--- src/rtl/pwd_candidate_gen_if.sv ---
// Byte-stream link from the candidate generator to the md4 core.
// Carries the byte handshake and the per-candidate length and index sidebands.
interface pwd_candidate_gen_if;
   logic [7:0]  byte_out;
   logic        byte_valid;
   logic        byte_last;
   logic        byte_ready;
   logic [7:0]  cand_len;
   logic [31:0] cand_count;

   modport master (
      output byte_out,
      output byte_valid,
      output byte_last,
      output cand_len,
      output cand_count,
      input  byte_ready
   );

   modport slave (
      input  byte_out,
      input  byte_valid,
      input  byte_last,
      input  cand_len,
      input  cand_count,
      output byte_ready
   );
endinterface

--- src/rtl/pwd_candidate_gen.sv ---
// Brute-force password candidate generator: odometer enumeration over
// [CHAR_FIRST..CHAR_LAST], lengths init_len..MAX_LEN, streamed one byte per handshake.
module pwd_candidate_gen #(
   parameter int         MAX_LEN    = 8,
   parameter logic [7:0] CHAR_FIRST = 8'h61,
   parameter logic [7:0] CHAR_LAST  = 8'h7a
) (
   input  logic                       clk,
   input  logic                       reset,
   input  logic                       start,
   input  logic                       stop,
   input  logic [7:0]                 init_len,
   pwd_candidate_gen_if.master        bus,
   output logic                       busy,
   output logic                       exhausted
);
   localparam logic [1:0] S_IDLE    = 2'd0;
   localparam logic [1:0] S_STREAM  = 2'd1;
   localparam logic [1:0] S_ADVANCE = 2'd2;
   localparam logic [1:0] S_DONE    = 2'd3;
   localparam logic [7:0] MAX_LEN_B = 8'(MAX_LEN);

   logic [1:0]         state_q, state_d;
   logic [7:0]         len_q, len_d;
   logic [7:0]         idx_q, idx_d;
   logic [31:0]        count_q, count_d;
   logic               exhausted_q, exhausted_d;
   logic [7:0]         char_q [MAX_LEN];
   logic [7:0]         char_d [MAX_LEN];
   logic [7:0]         adv_char [MAX_LEN];
   logic [MAX_LEN-1:0] pos_active;
   logic [MAX_LEN-1:0] pos_at_last;
   logic               carry_out;
   logic [7:0]         clamp_len;
   logic [7:0]         cur_byte;
   logic               streaming;
   logic               at_last_byte;
   logic               handshake;

   // Per-position flags: only positions below len take part in the odometer.
   generate
      for (genvar gi = 0; gi < MAX_LEN; gi++) begin : g_pos
         assign pos_active[gi]  = (8'(gi) < len_q);
         assign pos_at_last[gi] = (char_q[gi] == CHAR_LAST);
      end
   endgenerate

   always_comb begin
      logic carry;
      carry = 1'b1;
      for (int i = MAX_LEN - 1; i >= 0; i--) begin
         adv_char[i] = char_q[i];
         if (pos_active[i] && carry) begin
            if (pos_at_last[i]) begin
               adv_char[i] = CHAR_FIRST;
            end else begin
               adv_char[i] = char_q[i] + 8'd1;
               carry       = 1'b0;
            end
         end
      end
      carry_out = carry;
   end

   always_comb begin
      cur_byte = 8'd0;
      for (int i = 0; i < MAX_LEN; i++) begin
         if (idx_q == 8'(i)) begin
            cur_byte = char_q[i];
         end
      end
   end

   always_comb begin
      if (init_len == 8'd0) begin
         clamp_len = 8'd1;
      end else if (init_len > MAX_LEN_B) begin
         clamp_len = MAX_LEN_B;
      end else begin
         clamp_len = init_len;
      end
   end

   assign streaming    = (state_q == S_STREAM);
   assign at_last_byte = (idx_q == len_q - 8'd1);
   assign handshake    = streaming && bus.byte_ready;

   always_comb begin
      state_d     = state_q;
      len_d       = len_q;
      idx_d       = idx_q;
      count_d     = count_q;
      exhausted_d = exhausted_q;
      for (int i = 0; i < MAX_LEN; i++) begin
         char_d[i] = char_q[i];
      end

      case (state_q)
         S_IDLE, S_DONE: begin
            // stop outranks start; from DONE it drops to IDLE keeping exhausted
            if (stop) begin
               state_d = S_IDLE;
            end else if (start) begin
               len_d       = clamp_len;
               idx_d       = 8'd0;
               count_d     = 32'd0;
               exhausted_d = 1'b0;
               state_d     = S_STREAM;
               for (int i = 0; i < MAX_LEN; i++) begin
                  char_d[i] = CHAR_FIRST;
               end
            end
         end
         S_STREAM: begin
            if (stop) begin
               state_d = S_IDLE;
            end else if (handshake) begin
               if (at_last_byte) begin
                  idx_d   = 8'd0;
                  state_d = S_ADVANCE;
               end else begin
                  idx_d = idx_q + 8'd1;
               end
            end
         end
         S_ADVANCE: begin
            if (stop) begin
               state_d = S_IDLE;
            end else if (carry_out && (len_q == MAX_LEN_B)) begin
               exhausted_d = 1'b1;
               state_d     = S_DONE;
            end else begin
               count_d = count_q + 32'd1;
               state_d = S_STREAM;
               if (carry_out) begin
                  len_d = len_q + 8'd1;
               end
               for (int i = 0; i < MAX_LEN; i++) begin
                  char_d[i] = carry_out ? CHAR_FIRST : adv_char[i];
               end
            end
         end
         default: state_d = S_IDLE;
      endcase
   end

   always_ff @(posedge clk or negedge reset) begin
      if (!reset) begin
         state_q     <= S_IDLE;
         len_q       <= 8'd0;
         idx_q       <= 8'd0;
         count_q     <= 32'd0;
         exhausted_q <= 1'b0;
         for (int i = 0; i < MAX_LEN; i++) begin
            char_q[i] <= CHAR_FIRST;
         end
      end else begin
         state_q     <= state_d;
         len_q       <= len_d;
         idx_q       <= idx_d;
         count_q     <= count_d;
         exhausted_q <= exhausted_d;
         for (int i = 0; i < MAX_LEN; i++) begin
            char_q[i] <= char_d[i];
         end
      end
   end

   assign bus.byte_valid = streaming;
   assign bus.byte_out   = streaming ? cur_byte : 8'd0;
   assign bus.byte_last  = streaming && at_last_byte;
   assign bus.cand_len   = len_q;
   assign bus.cand_count = count_q;
   assign busy           = (state_q == S_STREAM) || (state_q == S_ADVANCE);
   assign exhausted      = exhausted_q;
endmodule

--- src/flat_wrapper.sv ---
// flat-port wrapper written by rule: the top's interface ports become plain ports
module pwd_candidate_gen_flat 
#(
   parameter int         MAX_LEN    = 8,
   parameter logic [7:0] CHAR_FIRST = 8'h61,
   parameter logic [7:0] CHAR_LAST  = 8'h7a
)
  (clk, reset, start, stop, init_len, busy, exhausted, bus_byte_out, bus_byte_valid, bus_byte_last, bus_cand_len, bus_cand_count, bus_byte_ready);
  pwd_candidate_gen_if bus_i ();
  input  logic clk;
  input  logic reset;
  input  logic start;
  input  logic stop;
  input  logic [7:0] init_len;
  output logic busy;
  output logic exhausted;
  output wire logic [$bits(bus_i.byte_out)-1:0] bus_byte_out;
  output wire logic [$bits(bus_i.byte_valid)-1:0] bus_byte_valid;
  output wire logic [$bits(bus_i.byte_last)-1:0] bus_byte_last;
  output wire logic [$bits(bus_i.cand_len)-1:0] bus_cand_len;
  output wire logic [$bits(bus_i.cand_count)-1:0] bus_cand_count;
  input wire logic [$bits(bus_i.byte_ready)-1:0] bus_byte_ready;
  assign bus_byte_out = bus_i.byte_out;
  assign bus_byte_valid = bus_i.byte_valid;
  assign bus_byte_last = bus_i.byte_last;
  assign bus_cand_len = bus_i.cand_len;
  assign bus_cand_count = bus_i.cand_count;
  assign bus_i.byte_ready = bus_byte_ready;
  pwd_candidate_gen #(.MAX_LEN(MAX_LEN), .CHAR_FIRST(CHAR_FIRST), .CHAR_LAST(CHAR_LAST)) u_core (.clk(clk), .reset(reset), .start(start), .stop(stop), .init_len(init_len), .bus(bus_i), .busy(busy), .exhausted(exhausted));
endmodule
--- config.mk ---
export PLATFORM = sky130hd
export DESIGN_NAME = pwd_candidate_gen_flat
export DESIGN_NICKNAME = d
export VERILOG_FILES = /design/src/rtl/pwd_candidate_gen_if.sv /design/src/rtl/pwd_candidate_gen.sv /design/src/flat_wrapper.sv
export SDC_FILE = /design/constraint.sdc
export NUM_CORES = 1
export LEC_CHECK = 0
export BUFFER_PORTS_ARGS = -buffer_cell sky130_fd_sc_hd__buf_2
export CELL_PAD_IN_SITES_DETAIL_PLACEMENT = 0
export CELL_PAD_IN_SITES_GLOBAL_PLACEMENT = 1
export CORE_ASPECT_RATIO = 1.25
export CORE_UTILIZATION = 41
export CTS_BUF_LIST = sky130_fd_sc_hd__clkbuf_16
export DETAILED_ROUTE_END_ITERATION = 16
export PLACE_DENSITY = 0.7
export RECOVER_POWER = 25
export SKIP_CTS_REPAIR_TIMING = 1
export SLEW_MARGIN = 30
export SYNTH_ARGS = -nofsm -noshare
export SYNTH_HDL_FRONTEND = slang
export SYNTH_SLANG_ARGS = --single-unit
--- constraint.sdc ---
create_clock -name clk -period 8.9 [get_ports clk]
set_clock_uncertainty 0.15 [all_clocks]
set_input_delay 0.89 -clock clk [delete_from_list [all_inputs] [get_ports clk]]
set_output_delay 0.89 -clock clk [all_outputs]
set_load 0.005 [all_outputs]
==> results of run 1 <==
## sequential cells by signal, indices dropped and copies added, names as in the netlist
register	cells
u_core.char_q	64
u_core.idx_q	8
u_core.bus.cand_len	8
u_core.state_q	2
u_core.bus.cand_count	32
u_core.exhausted	1
## worst max-delay path by stage
stage / end / startpoint / cells after the start
detailed placement: u_core.char_q[28]$_DFFE_PN0P_ / u_core.bus.cand_len[6]$_DFFE_PN0P_ / 8
global placement: u_core.char_q[28]$_DFFE_PN0P_ / u_core.bus.cand_len[3]$_DFFE_PN0P_ / 8
finish: bus_byte_out[5] / u_core.idx_q[5]$_DFFE_PN0P_ / 8
floorplan: bus_byte_out[5] / u_core.idx_q[5]$_DFFE_PN0P_ / 8
CTS: bus_byte_out[5] / u_core.idx_q[5]$_DFFE_PN0P_ / 8
global route: bus_byte_out[0] / u_core.idx_q[5]$_DFFE_PN0P_ / 7
## cell type report
type | count | share of cell area [%]
multi-input combinational | 737 | 52.2
sequential | 115 | 32.0
clock buffer | 17 | 4.68
timing repair buffer | 73 | 4.33
tap | 232 | 3.19
clock inverter | 15 | 1.84
inverter | 44 | 1.82
## cell usage in the layout, fill, tap and decap left out, types with 9 or more instances in the layout
master     netlist  final
dfstp_2         24     24
nand4_1         12     12
and3_1          27     27
nor3_1          33     33
ha_1            27     26
o211ai_1        18     18
xnor2_1         13     13
o41ai_1          9      9
o21ai_1         12     12
inv_1           44     45
nor2b_1         16     16
or3_1           16     16
o21ai_0         75     75
nand2_1         86     86
clkbuf_16        0     17
dfrtp_1         91     91
xor2_1           9      9
and2_1          19     19
a22o_1          31     31
buf_2            6     63
nor2_1          63     63
a211oi_1        10     10
a21oi_1         51     50
a221oi_1        11     11
nand3_1         49     49
## routing by layer
layer	routed length [um]	vias to the layer above	global-route usage, %	part of all wire, %
met3	1200	42	3.82	4.8
met2	12400	217	44.3	50
met5	0	-	0	0
met1	10700	3710	32.8	43
li1	-	3652	-	-
met4	654	0	10.7	2.6
## worst reg2reg max path, delay by kind of cell (launching register included)
kind	cells	cell delay, ps
and+or+nand+nor	3	1750
DFF	1	500
buffers and inverters	1	520
AOI/OAI and AO/OA	4	1380
## stage by stage
stage	cell area, um^2	hold WS (ps)
floorplan	8010	294
global placement	8490	334
detailed placement	8500	326
CTS	9090	333
global route	9100	368
finish	9100	347
## logic make-up (layout without fill, tap and decap cells)
| kind of cell | count (synthesis) | count (layout) | synth area share, % |
|---|---|---|---|
| AOI/OAI and AO/OA | 307 | 307 | 26.8 |
| xor gates and xnor gates | 22 | 22 | 2.41 |
| adders and majority gates | 27 | 27 | 4.22 |
| buffers and inverters | 91 | 149 | 4.64 |
| DFF | 115 | 115 | 36.3 |
| muxes | 5 | 5 | 0.656 |
| and+or+nand+nor | 376 | 376 | 25.0 |
## where the power goes
| part | internal [uW] | leakage, uW | total [uW] | switching (uW) |
|---|---|---|---|---|
| logic | 161 | 0.00204 | 495 | 334 |
| clock network | 436 | 0.000290 | 699 | 263 |
| registers | 541 | 0.00151 | 572 | 30.5 |
==> flow_results.org, run 1 <==
** Status
- Failing checks :: capacitance limit, slew limit
- The run finished, with violations left.

** Clock tree
- In this run the deepest clock path goes through 2 buffers.
- H-tree Lvls :: 4
- The later pin in the worst-skew pair is clocked with a latency of 430 ps.
- Clock net sink count :: around 120
- Cts bufs inserted :: 17
- In this run the clock root is driven by a clkbuf_16.
- Reg clk slew, reported paths :: ~60 ps
- TritonCTS built the clock tree.

** Layout
- Number of antenna diodes :: 0
- Final layout net count :: 1028
- At the end of the flow the core is filled with cells to 48.1%.
- For this run, the number of standard cells in the final layout without fillers is 1233.
- Register area :: 2910 um^2
- Share of post-route cells with drive strength above 1 :: ~16%
- In the final layout, the multi-input gates occupy 4750 um^2.
- Fill count :: approximately 1.9k
- Compared with the post-synthesis result, the final layout area differs by 13.6%.

** Drt
- Average vias per placed instance :: 6.18
- The pre-antenna-repair detailed-routing pass consisted of 5 iterations.
- In this run, the number of DRC markers left after iteration 0 of detailed routing was 517.
- For this block, the via count after detailed routing is roughly 7.6k.
- Final antenna-violating net count :: 0
- Average wire per standard cell :: 20.2 um
- Summed over all layers, the routed wires come to 24900 um.
- Number of remaining DRC errors :: 0

** Synth
- Synthesis produced a netlist with a net count of 983.
- Ranked by total cell area, the synthesized netlist is headed by dfrtp_1 (28%), dfstp_2 (7.9%), o21ai_0 (4.7%).
- Avg Synthesized Cell Area :: 8.49 um^2
- The netlist uses 86 different library cells.
- After synthesis the netlist holds a flip-flop and latch count of roughly 120.
- Number of flops mapped to enable cells by yosys :: 0
- After synthesis, the most frequently instantiated cells are dfrtp_1 (91), nand2_1 (86), o21ai_0 (75), nor2_1 (63), a21oi_1 (51).
- Gate Count Post-Synth :: 943
- The Yosys step of the flow raised 0 warnings.
- For this run, the register share of the synthesized area comes to 36.3%.
- Most common cell in the synthesized netlist :: dfrtp_1
- Summed over its instances, the top area cell type makes up between 20 and 30% of the synthesized netlist area.
- Of all flip-flops after synthesis, the portion carrying an async set or reset was 100%.
- The largest total area in the synthesized netlist belongs to dfrtp_1.
- Summing every instance area after synthesis gives 8010 um^2.
- For this run, the leading register cell type out of synthesis is dfrtp_1.

** Floorplanning
- For this configuration, the core starts out at a cell density of 42.3%.
- From left edge to right edge, the die measures 127 um.
- The die covers roughly 20000 um^2.
- The initialized floorplan defines between 50 and 60 standard-cell rows.
- 65 I/O pins were placed.
- Die span in y :: 158 um
- The floorplan step defined a core boundary enclosing 18900 um^2.

** Global route
- Global routing used roughly 26% of the available tracks across all layers.
- Entering global routing, the biggest net connects 71 pins.
- After global routing the overflow that remains totals 0.
- Global-route wire length before repair :: 40000 um
- Antenna violations before repair :: 0
- The number of global-route vias before repair was between 7k and 8k.

** Setup path
- Along the worst path, the maximum fanout reaches 8.
- FF-to-FF Start :: u_core.bus.cand_len[6]$_DFFE_PN0P_
- The worst setup path is launched from a flip-flop.
- Setup slack of the most critical reg-to-reg path :: 4500 ps
- Terminus of the critical flop-to-flop path :: u_core.char_q[28]$_DFFE_PN0P_
- The critical path goes through or4_1, nor3_1, and3b_1, a221oi_1, o311ai_0, o21ai_0, a31oi_1, buf_2.
- The number of cells on the worst reg-to-reg path is 8.
- Worst path slowest cell :: or4_1
- Path type of the worst setup path :: flip-flop to output port
- Category of cells accounting for the largest share of critical-path delay :: simple AND/OR/NAND/NOR gates
- Data on the critical path is required at its endpoint by around 7900 ps.
- Arrival time of the worst setup path :: 3520 ps
- For this run, the slowest stage of the critical path takes about 600 ps.
- Crit path buf inv count :: 1
- The worst setup path is captured at an output port.

** Power and ir drop
- Power spread over the standard cell area amounts to 194 nW/um^2.
- Maximum ir drop on the vdd rail :: 123 uV
- Leakage power total :: between 0.003 and 0.004 uW
- Sum of internal, switching and leakage power :: ~1800 uW

** Placement
- Placed cell count :: 1201
- Pre-CTS setup slack :: 4580 ps
- Number of port buffers :: 64
- Global placement routability congestion :: slightly below 0.9
- Detailed placement ended at an HPWL of 17700 um.

** Worst hold path
- Worst Hold Endpoint :: u_core.char_q[53]$_DFFE_PN1P_
- The path class of the tightest hold or removal check is flip-flop to flip-flop.
- In this run the most critical hold path is launched from u_core.char_q[53]$_DFFE_PN1P_.
- Cells on Worst Hold Path :: 2

** Timing
- Setup tns final :: 0 ps
- After layout, the worst setup slack is 4340 ps.
- Final period util :: 51.3%
- The final hold violation count is 0.
- Fin crit period :: 4560 ps
- Setup violations remaining at the end of the flow were counted as 0.
- Setup repair after global routing left no endpoint under its margin.
- Top achievable clock speed :: 219 MHz
- Final slew viol count :: 47
- Slew of the pin with the lowest slew margin :: around 2700 ps
- The worst pin sits at a relative slew slack of -77.0%.

** Flow run
- Max-cap violations in this run came to 1.
Power figures use the tool's default switching activity.
==> run 2: changes to the inputs <==
==> constraint.sdc (replaced) <==
create_clock -name clk -period 4.7 [get_ports clk]
set_clock_uncertainty 0.15 [all_clocks]
set_input_delay 0.47 -clock clk [delete_from_list [all_inputs] [get_ports clk]]
set_output_delay 0.47 -clock clk [all_outputs]
set_load 0.005 [all_outputs]
==> run 2 against run 1 <==
Against the previous run:
- the flow still finishes with violations (capacitance limit, slew limit)
- clock power is 86% higher
- non-clock buffer count is 6 higher
- power increased by 90%
- sequential share of layout area decreased by 0.11 points
==> flow_results.org, run 2 (synthesis results as in run 1) <==
** Floorplanning
- I/O pin total :: 65 (unchanged)
- The die area is 20100 um^2 (unchanged).
- Die span in y :: 158 um (unchanged)
- The initial cell density of the core came to 42.3% (unchanged).
- Width of the chip :: 127 um (unchanged)
- The core area is 18900 um^2 (unchanged).
- Num rows :: 56 (unchanged)

** Setup path
- Worst path slowest cell :: or4_1 (unchanged)
- The critical path start-end classification was flip-flop to output port (unchanged).
- The critical path required time came to 4080 ps (was 7860 ps).
- Category of cells accounting for the largest share of critical-path delay :: simple AND/OR/NAND/NOR gates (unchanged)
- Cell chain of the critical path: or4_1, nor3_1, and3b_1, a221oi_1, o311ai_0, o21ai_0, a31oi_1, buf_2 (unchanged).
- The type of origin of the critical path is a flip-flop (unchanged).
- Crit path largest cell delay :: 630 ps (was 610 ps)
- The maximum fanout encountered on the critical timing path came to 8 (unchanged).
- Crit path buf inv count :: 1 (unchanged)
- Crit end category :: output port (unchanged)
- Arrival time of the worst setup path :: 3710 ps (was 3520 ps)

** Clock tree
- Reg clk slew, reported paths :: 60 ps (about the same)
- Root Buffer Master :: clkbuf_16 (unchanged)
- The number of clock buffers inserted by TritonCTS came to 17 (unchanged).
- The CTS tree was yes (unchanged).
- Clk buf depth :: 2 (unchanged)
- The clock latency on the worst-skew pair was 420 ps (was 430 ps).
- The number of sinks driven by the clock tree came to 115 (unchanged).
- The CTS H-tree depth came to 4 (unchanged).

** Drt
- The routed wire length is 24900 um (about the same).
- The count of nets left with antenna violations after detail routing was 0 (unchanged).
- The number of iterations in the first detailed-routing pass came to 5 (unchanged).
- Average vias per placed instance :: 6.16 (was 6.18)
- Number of vias after detailed routing :: 7635 (was 7621)
- Average wire per standard cell :: 20.1 um (was 20.2 um)
- The detailed-route DRC error count was 0 (unchanged).
- The count of routing violations after the opening detailed-route iteration came to 424 (was 517).

** Power and ir drop
- Leakage power total :: 0.00382 uW (was 0.00384 uW)
- The maximum VDD drop is 232 uV (was 123 uV).
- Power per Cell Area :: 367 nW/um^2 (was 194 nW/um^2)
- Sum of internal, switching and leakage power :: 3350 uW (was 1770 uW)

** Placement
- The worst setup slack after placement is 837 ps (was 4580 ps).
- Number of port buffers :: 64 (unchanged)
- Placed cell count :: 1206 (was 1201)
- The post-placement cell area was 8540 um^2 (was 8500 um^2).
- Global placement routability congestion :: 0.809 (was 0.879)
- The total half-perimeter wirelength after legalization and detailed placement came to 18000 um (was 17700 um).

** Timing
- The worst-margin pin slew is 2790 ps (was 2650 ps).
- The final hold violation count was 0 (unchanged).
- The total count of max-transition violations in the final report came to 50 (was 47).
- The setup-violating endpoint count in the final report was 0 (unchanged).
- Of the available clock period, the critical path in the final layout requires 92.1%.
- The final setup slack of the worst path came to 370 ps (was 4340 ps).
- Setup repair after global routing missed its margin :: false (unchanged)
- Fin crit period :: 4330 ps
- The total negative slack was 0 ps (unchanged).
- The headroom to the max-slew limit is -85.8% (was -77.0%).
- Timing would allow up to between 200 and 250 MHz.

** Layout
- Leading cell types in the layout, fill and taps excluded: dfrtp_1 (91), nand2_1 (86), o21ai_0 (75) (unchanged).
- Fill count :: 1880 (was 1874)
- Register containing the most flip-flops in the final layout :: u_core.char_q (unchanged)
- Final cell count without fillers :: 1239 (was 1233)
- Number of antenna diodes :: 0 (unchanged)
- Flip-flop count of the largest register, all copies and words added :: 64 (unchanged)
- The layout overhead on the synthesized area is 14.0% (was 13.6%).
- Share of post-route cells with drive strength above 1 :: 15.5% (was 15.9%)
- The final non-filler cell area was 9130 um^2 (was 9100 um^2).
- The final layout net count was 1034 (was 1028).
- Most common cell after layout, fill and taps aside :: dfrtp_1 (unchanged)

** Global route
- The total congestion overflow after global routing is 0 (unchanged).
- Combined global-route utilization of all metal layers :: 25.8% (was 25.9%)
- The number of antenna violations at the first check in global routing came to 0 (unchanged).
- Vias in the first global route :: 7322 (was 7169)
- The largest net degree at the start of global routing is 50 (was 71).
- The first-pass GRT wire length is 40200 um (was 40000 um).

** Status
- Failing checks :: capacitance limit, slew limit (unchanged)
- Outcome: finished with violations (unchanged).

** Flow run
- The max-cap check violation count came to 1 (unchanged).

** Worst hold path
- The worst hold-check path type was input port to flip-flop (was flip-flop to flip-flop).
run 2: per-layer routing:
metal  up-vias  track usage [%]  share of wire [%]
met5         -                0                  0
met4         0             10.5                2.6
met3        37             3.48                4.2
met2       212             44.7                 50
met1      3734             32.4                 44
li1       3652                -                  -
run 2: through the flow:
step | hold WS, ps | utilization, %
2_1_floorplan | 24.4 | -
3_3_place_gp | 319 | 45.2
3_5_place_dp | 318 | 45.2
4_1_cts | -58.9 | 48.2
5_1_grt | 165 | 48.3
6_report | 167 | 48.3
run 2: layout make-up:
type / instances / area [um^2] / share of cell area [%]
multi-input cells: 737 / 4750 / 52.0
flip-flops and latches: 115 / 2910 / 31.9
repair buffers: 79 / 438 / 4.80
clock buffers: 17 / 425 / 4.66
well taps: 232 / 290 / 3.18
inverters: 44 / 165 / 1.81
clock inverters: 15 / 156 / 1.71
run 2: final timing paths:
kind	startpoint	to	slack, ps	depth (start not counted)
max in group asynchronous	reset	u_core.char_q[56]$_DFFE_PN1P_	1350	3
min reg2reg	u_core.char_q[53]$_DFFE_PN1P_	u_core.char_q[53]$_DFFE_PN1P_	330	2
min	stop	u_core.state_q[0]$_DFFE_PN0P_	170	2
max reg2reg	u_core.bus.cand_len[3]$_DFFE_PN0P_	u_core.char_q[28]$_DFFE_PN0P_	910	9
max	u_core.idx_q[5]$_DFFE_PN0P_	bus_byte_out[5]	370	8
min in group asynchronous	reset	u_core.bus.cand_count[5]$_DFFE_PN0P_	1330	2
run 2: report_power, final:
part | leakage, uW | total [uW] | switching [uW] | internal (uW)
Clock | 0.000264 | 1300 | 522 | 782
Sequential | 0.00151 | 1080 | 52.0 | 1030
Combinational | 0.00204 | 973 | 657 | 316
Total | 0.00382 | 3350 | 1230 | 2120
